## src/rtl/servant_pkg.sv

```systemverilog
// servant_pkg
//   Shared definitions for the PLL supervisor: state encodings, the FSM
//   state type, the lock-loss latency bound and a small sizing helper.
//   No ports.
package servant_pkg;

  localparam logic [2:0] ST_PLLRST = 3'd0;
  localparam logic [2:0] ST_WAIT   = 3'd1;
  localparam logic [2:0] ST_FILTER = 3'd2;
  localparam logic [2:0] ST_RELP   = 3'd3;
  localparam logic [2:0] ST_RUN    = 3'd4;
  localparam logic [2:0] ST_FAULT  = 3'd5;

  typedef enum logic [2:0] {
    S_PLLRST = ST_PLLRST,
    S_WAIT   = ST_WAIT,
    S_FILTER = ST_FILTER,
    S_RELP   = ST_RELP,
    S_RUN    = ST_RUN,
    S_FAULT  = ST_FAULT
  } state_e;

  // i_locked fall to o_rst_core high: two synchronizer stages plus the
  // registered FSM decision.
  localparam int LOCK_LOSS_LATENCY = 3;

  function automatic int max_int(input int a, input int b);
    return (a > b) ? a : b;
  endfunction

endpackage

```

## src/rtl/servant_sync2.sv

```systemverilog
// servant_sync2
//   Two-flop synchronizer for a single asynchronous level.
//   Ports:
//     i_clk  destination clock
//     i_rst  synchronous active-high reset, clears both stages
//     i_d    asynchronous input
//     o_q    synchronized output
module servant_sync2 (
  input  logic i_clk,
  input  logic i_rst,
  input  logic i_d,
  output logic o_q
);

  logic meta_q, meta_d;
  logic sync_q, sync_d;

  always_comb begin
    meta_d = i_d;
    sync_d = meta_q;
  end

  always_ff @(posedge i_clk) begin
    if (i_rst) begin
      meta_q <= 1'b0;
      sync_q <= 1'b0;
    end else begin
      meta_q <= meta_d;
      sync_q <= sync_d;
    end
  end

  assign o_q = sync_q;

endmodule

```

## src/rtl/servant_pll_supervisor.sv

```systemverilog
// servant_pll_supervisor
//   Sequences PLL reset, waits for a filtered lock, then releases the
//   peripheral reset followed by the core reset after a stage delay.
//   Lock loss reasserts both domain resets and restarts the PLL; repeated
//   lock failures park the block in a sticky fault.
//   Ports:
//     i_clk         reference clock (also feeds the PLL)
//     i_rst         synchronous active-high reset
//     i_locked      PLL lock flag, asynchronous
//     o_pll_rst     PLL reset request
//     o_rst_periph  peripheral-domain reset
//     o_rst_core    core-domain reset
//     o_err         sticky lock-failure flag
//     o_relock_cnt  saturating RUN lock-loss count, only present when
//                   SERVANT_PLL_SUPERVISOR_STATUS_EN is defined
//
//   state  | meaning
//   PLLRST | hold PLL in reset for PLL_RST_CYCLES
//   WAIT   | wait up to LOCK_TIMEOUT cycles for lk
//   FILTER | require LOCK_FILTER consecutive lk cycles
//   RELP   | peripheral released, core held for STAGE_DELAY cycles
//   RUN    | both domains released
//   FAULT  | retries exhausted, everything held, exit only by i_rst
module servant_pll_supervisor
  import servant_pkg::*;
#(
  parameter int PLL_RST_CYCLES = 16,
  parameter int LOCK_TIMEOUT   = 65536,
  parameter int LOCK_FILTER    = 256,
  parameter int STAGE_DELAY    = 64,
  parameter int MAX_RETRY      = 3
) (
  input  logic       i_clk,
  input  logic       i_rst,
  input  logic       i_locked,
  output logic       o_pll_rst,
  output logic       o_rst_periph,
  output logic       o_rst_core,
  output logic       o_err
`ifdef SERVANT_PLL_SUPERVISOR_STATUS_EN
  ,
  output logic [7:0] o_relock_cnt
`endif
);

  localparam int MAX_PARAM = max_int(max_int(max_int(PLL_RST_CYCLES, LOCK_TIMEOUT),
                                             max_int(LOCK_FILTER, STAGE_DELAY)),
                                     MAX_RETRY);
  localparam int CNT_W = $clog2(MAX_PARAM) + 1;

  localparam logic [CNT_W-1:0] PLL_TC   = CNT_W'(PLL_RST_CYCLES - 1);
  localparam logic [CNT_W-1:0] TO_TC    = CNT_W'(LOCK_TIMEOUT - 1);
  localparam logic [CNT_W-1:0] FLT_TC   = CNT_W'(LOCK_FILTER - 1);
  localparam logic [CNT_W-1:0] STG_TC   = CNT_W'(STAGE_DELAY - 1);
  localparam logic [CNT_W-1:0] RETRY_TC = CNT_W'(MAX_RETRY);

  logic lk;

  servant_sync2 u_sync (
    .i_clk (i_clk),
    .i_rst (i_rst),
    .i_d   (i_locked),
    .o_q   (lk)
  );

  state_e           state_q, state_d;
  logic [CNT_W-1:0] cnt_q, cnt_d;
  logic [CNT_W-1:0] retry_q, retry_d;
  logic [CNT_W-1:0] retry_inc;
  logic             pll_rst_q, pll_rst_d;
  logic             rst_periph_q, rst_periph_d;
  logic             rst_core_q, rst_core_d;
  logic             err_q, err_d;

  assign retry_inc = retry_q + CNT_W'(1);

  always_comb begin
    state_d = state_q;
    cnt_d   = cnt_q;
    retry_d = retry_q;
    case (state_q)
      S_PLLRST: begin
        if (cnt_q == PLL_TC) begin
          state_d = S_WAIT;
          cnt_d   = '0;
        end else begin
          cnt_d = cnt_q + CNT_W'(1);
        end
      end
      S_WAIT: begin
        if (lk) begin
          state_d = S_FILTER;
          cnt_d   = '0;
        end else if (cnt_q == TO_TC) begin
          retry_d = retry_inc;
          cnt_d   = '0;
          state_d = (retry_inc >= RETRY_TC) ? S_FAULT : S_PLLRST;
        end else begin
          cnt_d = cnt_q + CNT_W'(1);
        end
      end
      S_FILTER: begin
        if (!lk) begin
          retry_d = retry_inc;
          cnt_d   = '0;
          state_d = (retry_inc >= RETRY_TC) ? S_FAULT : S_PLLRST;
        end else if (cnt_q == FLT_TC) begin
          state_d = S_RELP;
          cnt_d   = '0;
        end else begin
          cnt_d = cnt_q + CNT_W'(1);
        end
      end
      S_RELP: begin
        if (!lk) begin
          state_d = S_PLLRST;
          cnt_d   = '0;
        end else if (cnt_q == STG_TC) begin
          state_d = S_RUN;
          cnt_d   = '0;
          retry_d = '0;
        end else begin
          cnt_d = cnt_q + CNT_W'(1);
        end
      end
      S_RUN: begin
        if (!lk) begin
          state_d = S_PLLRST;
          cnt_d   = '0;
        end
      end
      S_FAULT: begin
        state_d = S_FAULT;
      end
      default: begin
        state_d = S_PLLRST;
        cnt_d   = '0;
      end
    endcase

    // Outputs follow the next state so they change on the same edge as it.
    pll_rst_d    = (state_d == S_PLLRST) || (state_d == S_FAULT);
    rst_periph_d = !((state_d == S_RELP) || (state_d == S_RUN));
    rst_core_d   = (state_d != S_RUN);
    err_d        = (state_d == S_FAULT);
  end

  always_ff @(posedge i_clk) begin
    if (i_rst) begin
      state_q      <= S_PLLRST;
      cnt_q        <= '0;
      retry_q      <= '0;
      pll_rst_q    <= 1'b1;
      rst_periph_q <= 1'b1;
      rst_core_q   <= 1'b1;
      err_q        <= 1'b0;
    end else begin
      state_q      <= state_d;
      cnt_q        <= cnt_d;
      retry_q      <= retry_d;
      pll_rst_q    <= pll_rst_d;
      rst_periph_q <= rst_periph_d;
      rst_core_q   <= rst_core_d;
      err_q        <= err_d;
    end
  end

  assign o_pll_rst    = pll_rst_q;
  assign o_rst_periph = rst_periph_q;
  assign o_rst_core   = rst_core_q;
  assign o_err        = err_q;

`ifdef SERVANT_PLL_SUPERVISOR_STATUS_EN
  logic [7:0] relock_cnt_q, relock_cnt_d;

  always_comb begin
    relock_cnt_d = relock_cnt_q;
    if ((state_q == S_RUN) && !lk && (relock_cnt_q != 8'hFF)) begin
      relock_cnt_d = relock_cnt_q + 8'd1;
    end
  end

  always_ff @(posedge i_clk) begin
    if (i_rst) begin
      relock_cnt_q <= 8'd0;
    end else begin
      relock_cnt_q <= relock_cnt_d;
    end
  end

  assign o_relock_cnt = relock_cnt_q;
`endif

endmodule

```

## config.mk

```make
export PLATFORM = sky130hd
export DESIGN_NAME = servant_pll_supervisor
export DESIGN_NICKNAME = d
export VERILOG_FILES = /design/src/rtl/servant_pkg.sv /design/src/rtl/servant_sync2.sv /design/src/rtl/servant_pll_supervisor.sv
export SDC_FILE = /design/constraint.sdc
export NUM_CORES = 1
export LEC_CHECK = 0
export BUFFER_PORTS_ARGS = -buffer_cell sky130_fd_sc_hd__buf_4
export CAP_MARGIN = 20
export CORE_MARGIN = 5
export CORE_UTILIZATION = 54
export DETAILED_ROUTE_END_ITERATION = 8
export MAX_ROUTING_LAYER = met4
export PLACE_DENSITY_LB_ADDON = 0.08
export SLEW_MARGIN = 10
export SYNTH_ARGS = -nofsm -noshare
export SYNTH_HDL_FRONTEND = slang
export SYNTH_HIERARCHICAL = 1
export SYNTH_SLANG_ARGS = --single-unit
```

## constraint.sdc

```tcl
create_clock -name i_clk -period 6.2 [get_ports i_clk]
set_input_delay 0.93 -clock i_clk [delete_from_list [all_inputs] [get_ports i_clk]]
set_output_delay 0.93 -clock i_clk [all_outputs]
set_load 0.01 [all_outputs]
```

==> metrics, run 1 <==
ant diodes=0; GRT Residual Overflow=0; RSZ-0062 raised after global routing=false; I/O pin cnt=7; CTS H-Tree Depth=2; Int Power=~380 uW; synthesized cell area=between 0.002 and 0.003 mm^2; Port-buffer cells=6; post-DR wirelength/cell=around 15 um; drt pass-1 iters=4; Placeable Area=about 0.0048 mm^2; maximum buffer depth of the clock tree=2; hold_buf cts=0; Sw Pwr=around 110 uW; initial antenna violation count=0; number of flops mapped to enable cells by yosys=0; vias per cell=about 6; Die W=80.4 um; CTS sink cnt=between 40 and 50; dominant cells by area after synthesis=dfxtp_1 (32%), nor2_1 (7.0%), a21oi_1 (3.9%); post-synthesis sequential area ratio=0.322; Clock Latency Late Sink=approximately 0.30 ns; Final period util=0.467; # fillers=approximately 460; vias in the first global route=2284; CP max FO=17; die area=approximately 0.0065 mm^2; fin. max-slew vios=0; Logic pwr share=0.025; Largest regs=cnt_q: 17 flops, retry_q: 17 flops, state_q: 3 flops; Met2 Wirelength=between 2000 and 3000 um; distinct cell type count after synthesis=61; Worst Skew=0.00564 ns; CTS tree=yes; Finish-stage setup viols=0; via count=between 2000 and 2500; Peak Freq=345 MHz; max_cap viols=0; Global Route Usage Sum=0.213; worst min path class=reg2reg; postcts setup bufs=0; routability cong.=slightly above 0.9; met3 WL post-DR=286 um; pwr/cell area=177 mW/mm^2; Worst-Margin Slew=slightly above 0.7 ns; Synth top cells by count=nor2_1 (50), dfxtp_1 (43), nand2_1 (24); clk slew on worst S/H paths=about 0.08 ns; Synth Flop Type=dfxtp_1; Initial DRC Count=150; final period demand of the worst path=roughly 2.9 ns; Die H=between 80 and 90 um; Synth Net Count=about 350; drt total wl=6050 um; Setup CP Type=reg2reg; most numerous cell in the Yosys netlist=nor2_1; Total Power=about 490 uW; Yosys reg bits=between 40 and 50; crit end category=register; final hold violation count=0; FP Rows=25; DRT antenna net count=0; highest routed layer=met4; M1 wire length=2660 um; Mean Syn Cell Area=roughly 7.8 um^2; setup tns final=0 ns; Mapped Cells=roughly 340; post-DP HPWL=roughly 4300 um; post-CTS resize count=0; status=finished, final reports clean; final net count=about 340; initial core utilization=0.562; Clk network pwr share=0.408; Crit path arrival time=about 3.1 ns; layout cells sized above 1=0.0868; Area Growth Syn to Fin=4.54%; Rel. slew slack=0.526; area leader, netlist=dfxtp_1; Yosys top cell area share=0.322; Req. time, crit path=6.44 ns; sequential group share of total power=0.568; Root Buffer=clkbuf_8; fraction of registers with async set or reset after synthesis=0; drc violations=0; largest net degree at the start of global routing=31; synth warn=6; Setup crit start kind=register; leakage power=just over 1 nW; Switching Fraction=0.223; TritonCTS Buffers=5; worst vdd ir=~0.000095 V; first-pass GRT wire length=approximately 11000 um
## per-layer routing
metal,GRT usage,vias to the layer above
met5,-,-
met1,0.260,1113
met2,0.348,48
li1,-,1211
met4,0.0912,0
met3,0.0348,13
## power by group through the flow
| stage | Clock, mW | Combinational (mW) | Sequential [mW] |
|---|---|---|---|
| 2_1_floorplan | 0 | 0.00949 | 0.286 |
| 3_3_place_gp | 0 | 0.0122 | 0.287 |
| 3_5_place_dp | 0 | 0.0121 | 0.287 |
| 4_1_cts | 0.205 | 0.0122 | 0.280 |
| 5_1_grt | 0.217 | 0.0137 | 0.281 |
| 6_report | 0.201 | 0.0122 | 0.280 |
## cell type report
type                       instances  area, um^2  share of cell area
multi-input combinational        269        1670               0.598
sequential                        43         861               0.308
clock buffer                       7        96.3              0.0345
tap                               67        83.8              0.0300
timing repair buffer               6        45.0              0.0161
inverter                           8        30.0              0.0107
clock inverter                     1        7.51             0.00269
## placed cells by master, fill, tap and decap left out, drive strengths merged, types with 2 or more instances in the layout
cell / n
dfxtp: 43
o211ai: 2
and2: 5
nand4: 11
a311oi: 5
xnor2: 10
a211oi: 3
nor4: 3
nor3b: 2
a21o: 2
or2: 2
o21a: 2
and4b: 3
nor3: 9
a21oi: 21
or3: 8
a31oi: 4
inv: 8
nand3: 21
nand3b: 4
xor2: 6
nor2b: 7
buf: 6
ha: 5
or4: 5
nand2: 24
a22oi: 3
a211o: 3
o21ai: 20
and3: 12
nor2: 51
and4: 2
clkbuf: 7
## critical path, stage by stage, from the launching register on
cell and delay (ns):
dfxtp_1 0.37, ha_1 0.19, and3_1 0.18, nand3_1 0.15, nor3_1 0.31, nand3_1 0.16
inv_1 0.08, ha_1 0.15, a21o_1 0.16, nand2_1 0.34, or4_1 0.59, a21oi_1 0.15
## metrics by stage
step,cells,area (um^2),hold WS (ns),setup slack (ns),utilization
3_3_place_gp,393,2690,0.416,3.43,0.566
4_1_cts,401,2800,0.453,3.31,0.588
6_report,401,2800,0.449,3.30,0.588
2_1_floorplan,343,2670,0.414,3.77,-
5_1_grt,401,2800,0.463,3.02,0.588
3_5_place_dp,393,2690,0.434,3.33,0.566
## path summary, 6_finish.rpt
path / depth (start not counted) / start / to / slack [ns]
hold reg to reg: 1 / u_sync/meta_q$_SDFF_PP0_ / u_sync/o_q$_SDFF_PP0_ / 0.45
setup reg to reg: 11 / cnt_q[0]$_SDFFE_PP0P_ / retry_q[14]$_SDFFE_PP0P_ / 3.30
hold / removal: 1 / u_sync/meta_q$_SDFF_PP0_ / u_sync/o_q$_SDFF_PP0_ / 0.45
setup / recovery: 11 / cnt_q[0]$_SDFFE_PP0P_ / retry_q[14]$_SDFFE_PP0P_ / 3.30
## cells by family (layout without fill, tap and decap cells)
group,after synthesis,after routing,synth area share
simple gates,173,173,0.358
fa+ha+maj,5,5,0.0234
mux,2,2,0.00795
xor+xnor,16,16,0.0524
buf+inv,31,22,0.0529
flops,43,43,0.322
compound gates,73,73,0.184
No activity file was read; power rests on OpenSTA's default activity.
==> run 2, diff against run 1 <==
==> constraint.sdc (replaced) <==
create_clock -name i_clk -period 2.4 [get_ports i_clk]
set_input_delay 0.36 -clock i_clk [delete_from_list [all_inputs] [get_ports i_clk]]
set_output_delay 0.36 -clock i_clk [all_outputs]
set_load 0.01 [all_outputs]
==> run 2 against run 1 <==
Against the previous run: the run now ends with setup timing left; critical path depth decreased by 4; register-to-register slack got worse by 3.4 ns; design area increased by 22%; sequential power increased to 2.6 times the previous value; clock-buffer cell count decreased by 1; largest cell class unchanged.
==> metrics, run 2 (synthesized netlist as in run 1, its figures left out) <==
Placed Cells=438 (was 393); max_cap viols=0 (unchanged); pre-CTS WS=-0.0839 ns (was 3.33 ns); drt total wl=7390 um (was 6050 um); hold_buf cts=0 (unchanged); via count=2709 (was 2385); status=complete, but fails checks (was finished, final reports clean); CTS H-Tree Depth=2 (unchanged); commonest cells after routing, fill and taps aside=buf_4 (60), nor2_1 (47), dfxtp_1 (41) (was nor2_1 (50), dfxtp_1 (43), nand2_1 (24)); Die H=80.4 um (unchanged); Final period util=1.03 (was 0.467); CTS tree=yes (unchanged); Largest regs=cnt_q: 17 flops, retry_q: 17 flops, state_q: 3 flops (unchanged); Port-buffer cells=6 (unchanged); Placeable Area=0.00475 mm^2 (unchanged); pwr/cell area=399 mW/mm^2 (was 177 mW/mm^2); initial antenna violation count=0 (unchanged); Worst Skew=0.0122 ns (was 0.00564 ns); slowest stage cell, crit path=or4_1 (unchanged); layout cells sized above 1=0.304 (was 0.0868); TritonCTS Buffers=5 (unchanged); Rel. slew slack=0.546 (was 0.526); Req. time, crit path=2.59 ns (was 6.44 ns); initial core utilization=0.562 (unchanged); final net count=399 (was 341); Die W=80.4 um (unchanged); vias in the first global route=2627 (was 2284); DRT antenna net count=0 (unchanged); Finish-stage setup viols=21 (was 0); maximum buffer depth of the clock tree=2 (unchanged); crit end category=register (unchanged); die area=0.00646 mm^2 (unchanged); leakage power=1.36 nW (was 1.02 nW); routability cong.=0.988 (was 0.918); final period demand of the worst path=2.46 ns (was 2.90 ns); post-layout util=0.720 (was 0.588); CP cell instances=nor4_1 -> nand4_1 -> or4_1 -> o211ai_1 -> buf_4 -> nor2b_4 -> o32a_1 (was ha_1 -> and3_1 -> nand3_1 -> nor3_1 -> nand3_1 -> inv_1 -> ha_1 -> a21o_1 -> nand2_1 -> or4_1 -> a21oi_1); Clock Latency Late Sink=0.31 ns (was 0.30 ns); Peak Freq=406 MHz (was 345 MHz); post-DP HPWL=4850 um (was 4270 um); worst vdd ir=0.000393 V (was 0.0000954 V); R2R depth=7 (was 11); most common cell after layout, fill and taps aside=buf_4 (was nor2_1); vias per cell=5.90 (was 5.95); Initial DRC Count=166 (was 150); Global Route Usage Sum=0.237 (was 0.213); FP Rows=25 (unchanged); Root Buffer=clkbuf_8 (unchanged); drt pass-1 iters=4 (unchanged); RSZ-0062 raised after global routing=true (was false); I/O pin cnt=7 (unchanged); GRT Residual Overflow=0 (unchanged); failing checks=setup timing; ant diodes=0 (unchanged); worst setup margin=-0.0615 ns (was 3.30 ns); Setup crit start kind=register (unchanged); R2R Setup Slk=-0.06 ns (was 3.30 ns); Crit path arrival time=2.65 ns (was 3.14 ns); Worst-Margin Slew=0.674 ns (was 0.704 ns); largest net degree at the start of global routing=31 (unchanged); max incr delay on CP=0.53 ns (was 0.59 ns); Area Growth Syn to Fin=28.0% (was 4.54%); Setup CP Type=reg2reg (unchanged); drc violations=0 (unchanged); hold path depth=2 (was 1); final hold violation count=0 (unchanged); worst min path class=in2reg (was reg2reg); first-pass GRT wire length=11700 um (was 10700 um); post-DR wirelength/cell=16.1 um (was 15.1 um); CP max FO=4 (was 17); fin. max-slew vios=0 (unchanged); CTS sink cnt=43 (unchanged); fin cells=459 (was 401); clk slew on worst S/H paths=0.08 ns (about the same); setup tns final=-0.504 ns (was 0 ns)
## run 2: path summary, 6_finish.rpt
check,to,startpoint
worst max register to register,o_rst_periph$_SDFF_PP1_,cnt_q[12]$_SDFFE_PP0P_
worst min-delay path,u_sync/meta_q$_SDFF_PP0_,i_locked
worst min register to register,u_sync/o_q$_SDFF_PP0_,u_sync/meta_q$_SDFF_PP0_
worst max-delay path,o_rst_periph$_SDFF_PP1_,cnt_q[12]$_SDFFE_PP0P_
## run 2: per-layer routing
metal | vias to the layer above | track usage | share of wire | wire [um]
met2 | 76 | 0.417 | 0.51 | 3800
met4 | 0 | 0.101 | 0.023 | 170
li1 | 1332 | - | - | -
met5 | - | - | 0 | 0
met3 | 18 | 0.0392 | 0.038 | 284
met1 | 1283 | 0.263 | 0.42 | 3140
## run 2: final cells by class
type / instances / area [um^2]
Clock buffer: 6 / 82.6
Clock inverter: 2 / 35.0
Fill cell: 378 / 1330
Inverter: 8 / 30.0
Multi-Input combinational cell: 270 / 1840
Sequential cell: 43 / 863
Tap cell: 67 / 83.8
Timing Repair Buffer: 63 / 484
## run 2: power by group
part | switching, mW | total (mW) | internal (mW)
clock | 0.261 | 0.598 | 0.337
sequential | 0.00746 | 0.727 | 0.719
combinational | 0.0242 | 0.0418 | 0.0176
total | 0.293 | 1.37 | 1.07
## run 2: what timing repair did
item	in CTS	in global routing
cloned	0	1
pin swaps	9	19
resized for setup	12	39
setup buffers	10	4
setup endpoints to repair	20	37
## run 2: stage by stage
step	hold WS [ns]	total power [mW]	instance area, um^2
floorplan	0.414	0.764	2680
global placement	0.416	0.777	3030
detailed placement	0.448	0.778	3030
CTS	0.265	1.37	3270
global route	0.322	1.41	3420
finish	0.276	1.37	3420
## run 2: critical path, delay by kind of cell (launching register included)
kind	cells	cell delay (ns)
and+or+nand+nor	4	1.36
AOI/OAI and AO/OA	2	0.43
DFF	1	0.37
buffers and inverters	1	0.18
==> run 3, diff against run 2 <==
--- a/config.mk
+++ b/config.mk
@@ -8,7 +8,7 @@
 export BUFFER_PORTS_ARGS = -buffer_cell sky130_fd_sc_hd__buf_4
 export CAP_MARGIN = 20
 export CORE_MARGIN = 5
-export CORE_UTILIZATION = 54
+export CORE_UTILIZATION = 55
 export DETAILED_ROUTE_END_ITERATION = 8
 export MAX_ROUTING_LAYER = met4
 export PLACE_DENSITY_LB_ADDON = 0.08
==> run 3 against run 2 <==
Against the previous run: the run now ends clean; design area grew 0.69%; wire length shrank 1.8%; sequential power is essentially flat; combinational power grew 6.0%; core utilization grew 0.98 points; clock-buffer cell count is the same; worst setup slack gained 0.11 ns; via count grew 1.5%; sequential share of layout area shrank 0.10 points; non-clock buffer count shrank 4; fmax grew 4.8%; largest power group unchanged; final cell count shrank 0.65%.
==> metrics, run 3 (synthesized netlist as in run 1, its figures left out) <==
DRT antenna net count=0 (unchanged); final period demand of the worst path=2.35 ns (was 2.46 ns); fin cells=456 (was 459); slowest stage cell, crit path=dfxtp_2 (was or4_1); Total Power=1.37 mW (about the same); Largest regs=cnt_q: 17 flops, retry_q: 17 flops, state_q: 3 flops (unchanged); DP Area=0.00306 mm^2 (was 0.00303 mm^2); CTS sink cnt=43 (unchanged); pre-CTS WS=-0.0643 ns (was -0.0839 ns); vias in the first global route=2620 (was 2627); Worst Skew=0.00693 ns (was 0.0122 ns); CTS H-Tree Depth=2 (unchanged); drc violations=0 (unchanged); Port-buffer cells=6 (unchanged); cell repeated most along the worst path=ha_4; CTS tree=yes (unchanged); clk slew on worst S/H paths=0.09 ns (was 0.08 ns); Rel. slew slack=0.549 (was 0.546); routability cong.=0.880 (was 0.988); Setup CP Type=reg2reg (unchanged); I/O pin cnt=7 (unchanged); max_cap viols=0 (unchanged); max incr delay on CP=0.36 ns (was 0.53 ns); commonest cells after routing, fill and taps aside=buf_4 (57), nor2_1 (48), dfxtp_1 (39) (was buf_4 (60), nor2_1 (47), dfxtp_1 (41)); first-pass GRT wire length=11900 um (was 11700 um); maximum buffer depth of the clock tree=2 (unchanged); drt pass-1 iters=5 (was 4); CP max FO=5 (was 4); Peak Freq=426 MHz (was 406 MHz); Area Growth Syn to Fin=28.9% (was 28.0%); most common cell after layout, fill and taps aside=buf_4 (unchanged); RSZ-0062 raised after global routing=true (unchanged); final net count=396 (was 399); vias per cell=6.03 (was 5.90); hold path depth=2 (unchanged); final instance area=0.00345 mm^2 (was 0.00342 mm^2); CP cell instances=ha_4 -> and3_4 -> nand3_4 -> nor3_4 -> nand3_2 -> inv_2 -> ha_4 -> a21o_4 -> nand2b_4 -> a21oi_2 -> o21ai_2 -> nor2b_4 -> o32a_1 (was nor4_1 -> nand4_1 -> or4_1 -> o211ai_1 -> buf_4 -> nor2b_4 -> o32a_1); setup tns final=0 ns (was -0.504 ns); Initial DRC Count=214 (was 166); Crit path arrival time=2.54 ns (was 2.65 ns); Finish-stage setup viols=0 (was 21); post-DP HPWL=4830 um (was 4850 um); Reg2Reg Launch Point=cnt_q[1]$_SDFFE_PP0P_ (was cnt_q[12]$_SDFFE_PP0P_); leakage power=1.36 nW (about the same); post-DR wirelength/cell=15.9 um (was 16.1 um); Hold EP=u_sync/meta_q$_SDFF_PP0_ (unchanged); FP Rows=25 (unchanged); largest net degree at the start of global routing=31 (unchanged); Root Buffer=clkbuf_8 (unchanged); Final period util=0.978 (was 1.03); die area=0.00636 mm^2 (was 0.00646 mm^2); Reg2Reg Capture Point=o_rst_periph$_SDFF_PP1_ (unchanged); Setup crit start kind=register (unchanged); final hold violation count=0 (unchanged); hold_buf cts=0 (unchanged); Placeable Area=0.00472 mm^2 (was 0.00475 mm^2); via count=2750 (was 2709); initial core utilization=0.566 (was 0.562); R2R Setup Slk=0.05 ns (was -0.06 ns); worst vdd ir=0.000383 V (was 0.000393 V); ant diodes=0 (unchanged); Hold Startpoint=i_locked (unchanged); R2R depth=13 (was 7); # fillers=367 (was 378); cell family with most CP delay=simple AND/OR/NAND/NOR gates (unchanged); status=finished, final reports clean (was complete, but fails checks); drt total wl=7260 um (was 7390 um); TritonCTS Buffers=5 (unchanged); layout cells sized above 1=0.308 (was 0.304); Die W=79.7 um (was 80.4 um); Req. time, crit path=2.59 ns (about the same); CP Buf/Inv Count=1 (unchanged); pwr/cell area=397 mW/mm^2 (was 399 mW/mm^2); worst setup margin=0.0519 ns (was -0.0615 ns); fin. max-slew vios=0 (unchanged); Clock Latency Late Sink=0.30 ns (was 0.31 ns); initial antenna violation count=0 (unchanged); Placed Cells=440 (was 438); worst min path class=in2reg (unchanged); Die H=79.7 um (was 80.4 um); post-layout util=0.730 (was 0.720); crit end category=register (unchanged); Global Route Usage Sum=0.241 (was 0.237); WHS=0.277 ns (was 0.276 ns); Worst-Margin Slew=0.669 ns (was 0.674 ns); GRT Residual Overflow=0 (unchanged)
[run 3: cell count changes in the layout (fill, tap and decap cells not counted), sizes merged]
cell	before	now
a21o	2	3
buf	63	59
[run 3: cell type report]
class	instances	area [um^2]	area share
Inverter	8	30.0	0.00871
Clock buffer	6	82.6	0.0240
Clock inverter	2	35.0	0.0102
Sequential cell	43	866	0.251
Timing Repair Buffer	59	459	0.133
Tap cell	67	83.8	0.0243
Multi-Input combinational cell	271	1890	0.548
[run 3: power by group]
part	switching [mW]	internal [mW]	total, mW
clock	0.259	0.337	0.596
combinational	0.0247	0.0195	0.0443
sequential	0.00708	0.719	0.726
total	0.291	1.08	1.37
[run 3: repair_timing]
| item | in CTS | in global routing |
|---|---|---|
| cloned | 0 | 2 |
| endpoints found under the setup margin | 20 | 36 |
| pin swaps | 8 | 17 |
| resized for setup | 9 | 40 |
| buffers inserted | 4 | 2 |
[run 3: worst register-to-register path: stages, from the launching register on]
cell	delay, ns
dfxtp_2	0.36
ha_4	0.13
and3_4	0.20
nand3_4	0.09
nor3_4	0.26
nand3_2	0.13
inv_2	0.08
ha_4	0.13
a21o_4	0.15
nand2b_4	0.08
a21oi_2	0.15
o21ai_2	0.07
nor2b_4	0.14
o32a_1	0.27
[run 3: metal layers]
metal	global-route usage	share of wire	up-vias
li1	-	-	1335
met1	0.277	0.42	1293
met2	0.417	0.51	94
met3	0.0384	0.041	28
met4	0.0945	0.032	0
met5	-	0	-
[run 3: worst max-delay path by stage]
stage	start	to	slack, ns	depth (start not counted)
floorplan	retry_q[0]$_SDFFE_PP0P_	o_pll_rst$_SDFF_PP1_	0.006	9
global route	cnt_q[1]$_SDFFE_PP0P_	o_pll_rst$_SDFF_PP1_	-0.06	14
detailed placement	cnt_q[0]$_SDFFE_PP0P_	o_rst_periph$_SDFF_PP1_	-0.06	13
finish	cnt_q[1]$_SDFFE_PP0P_	o_rst_periph$_SDFF_PP1_	0.05	13
global placement	cnt_q[0]$_SDFFE_PP0P_	o_rst_periph$_SDFF_PP1_	0.02	13
CTS	cnt_q[1]$_SDFFE_PP0P_	o_pll_rst$_SDFF_PP1_	0.003	13
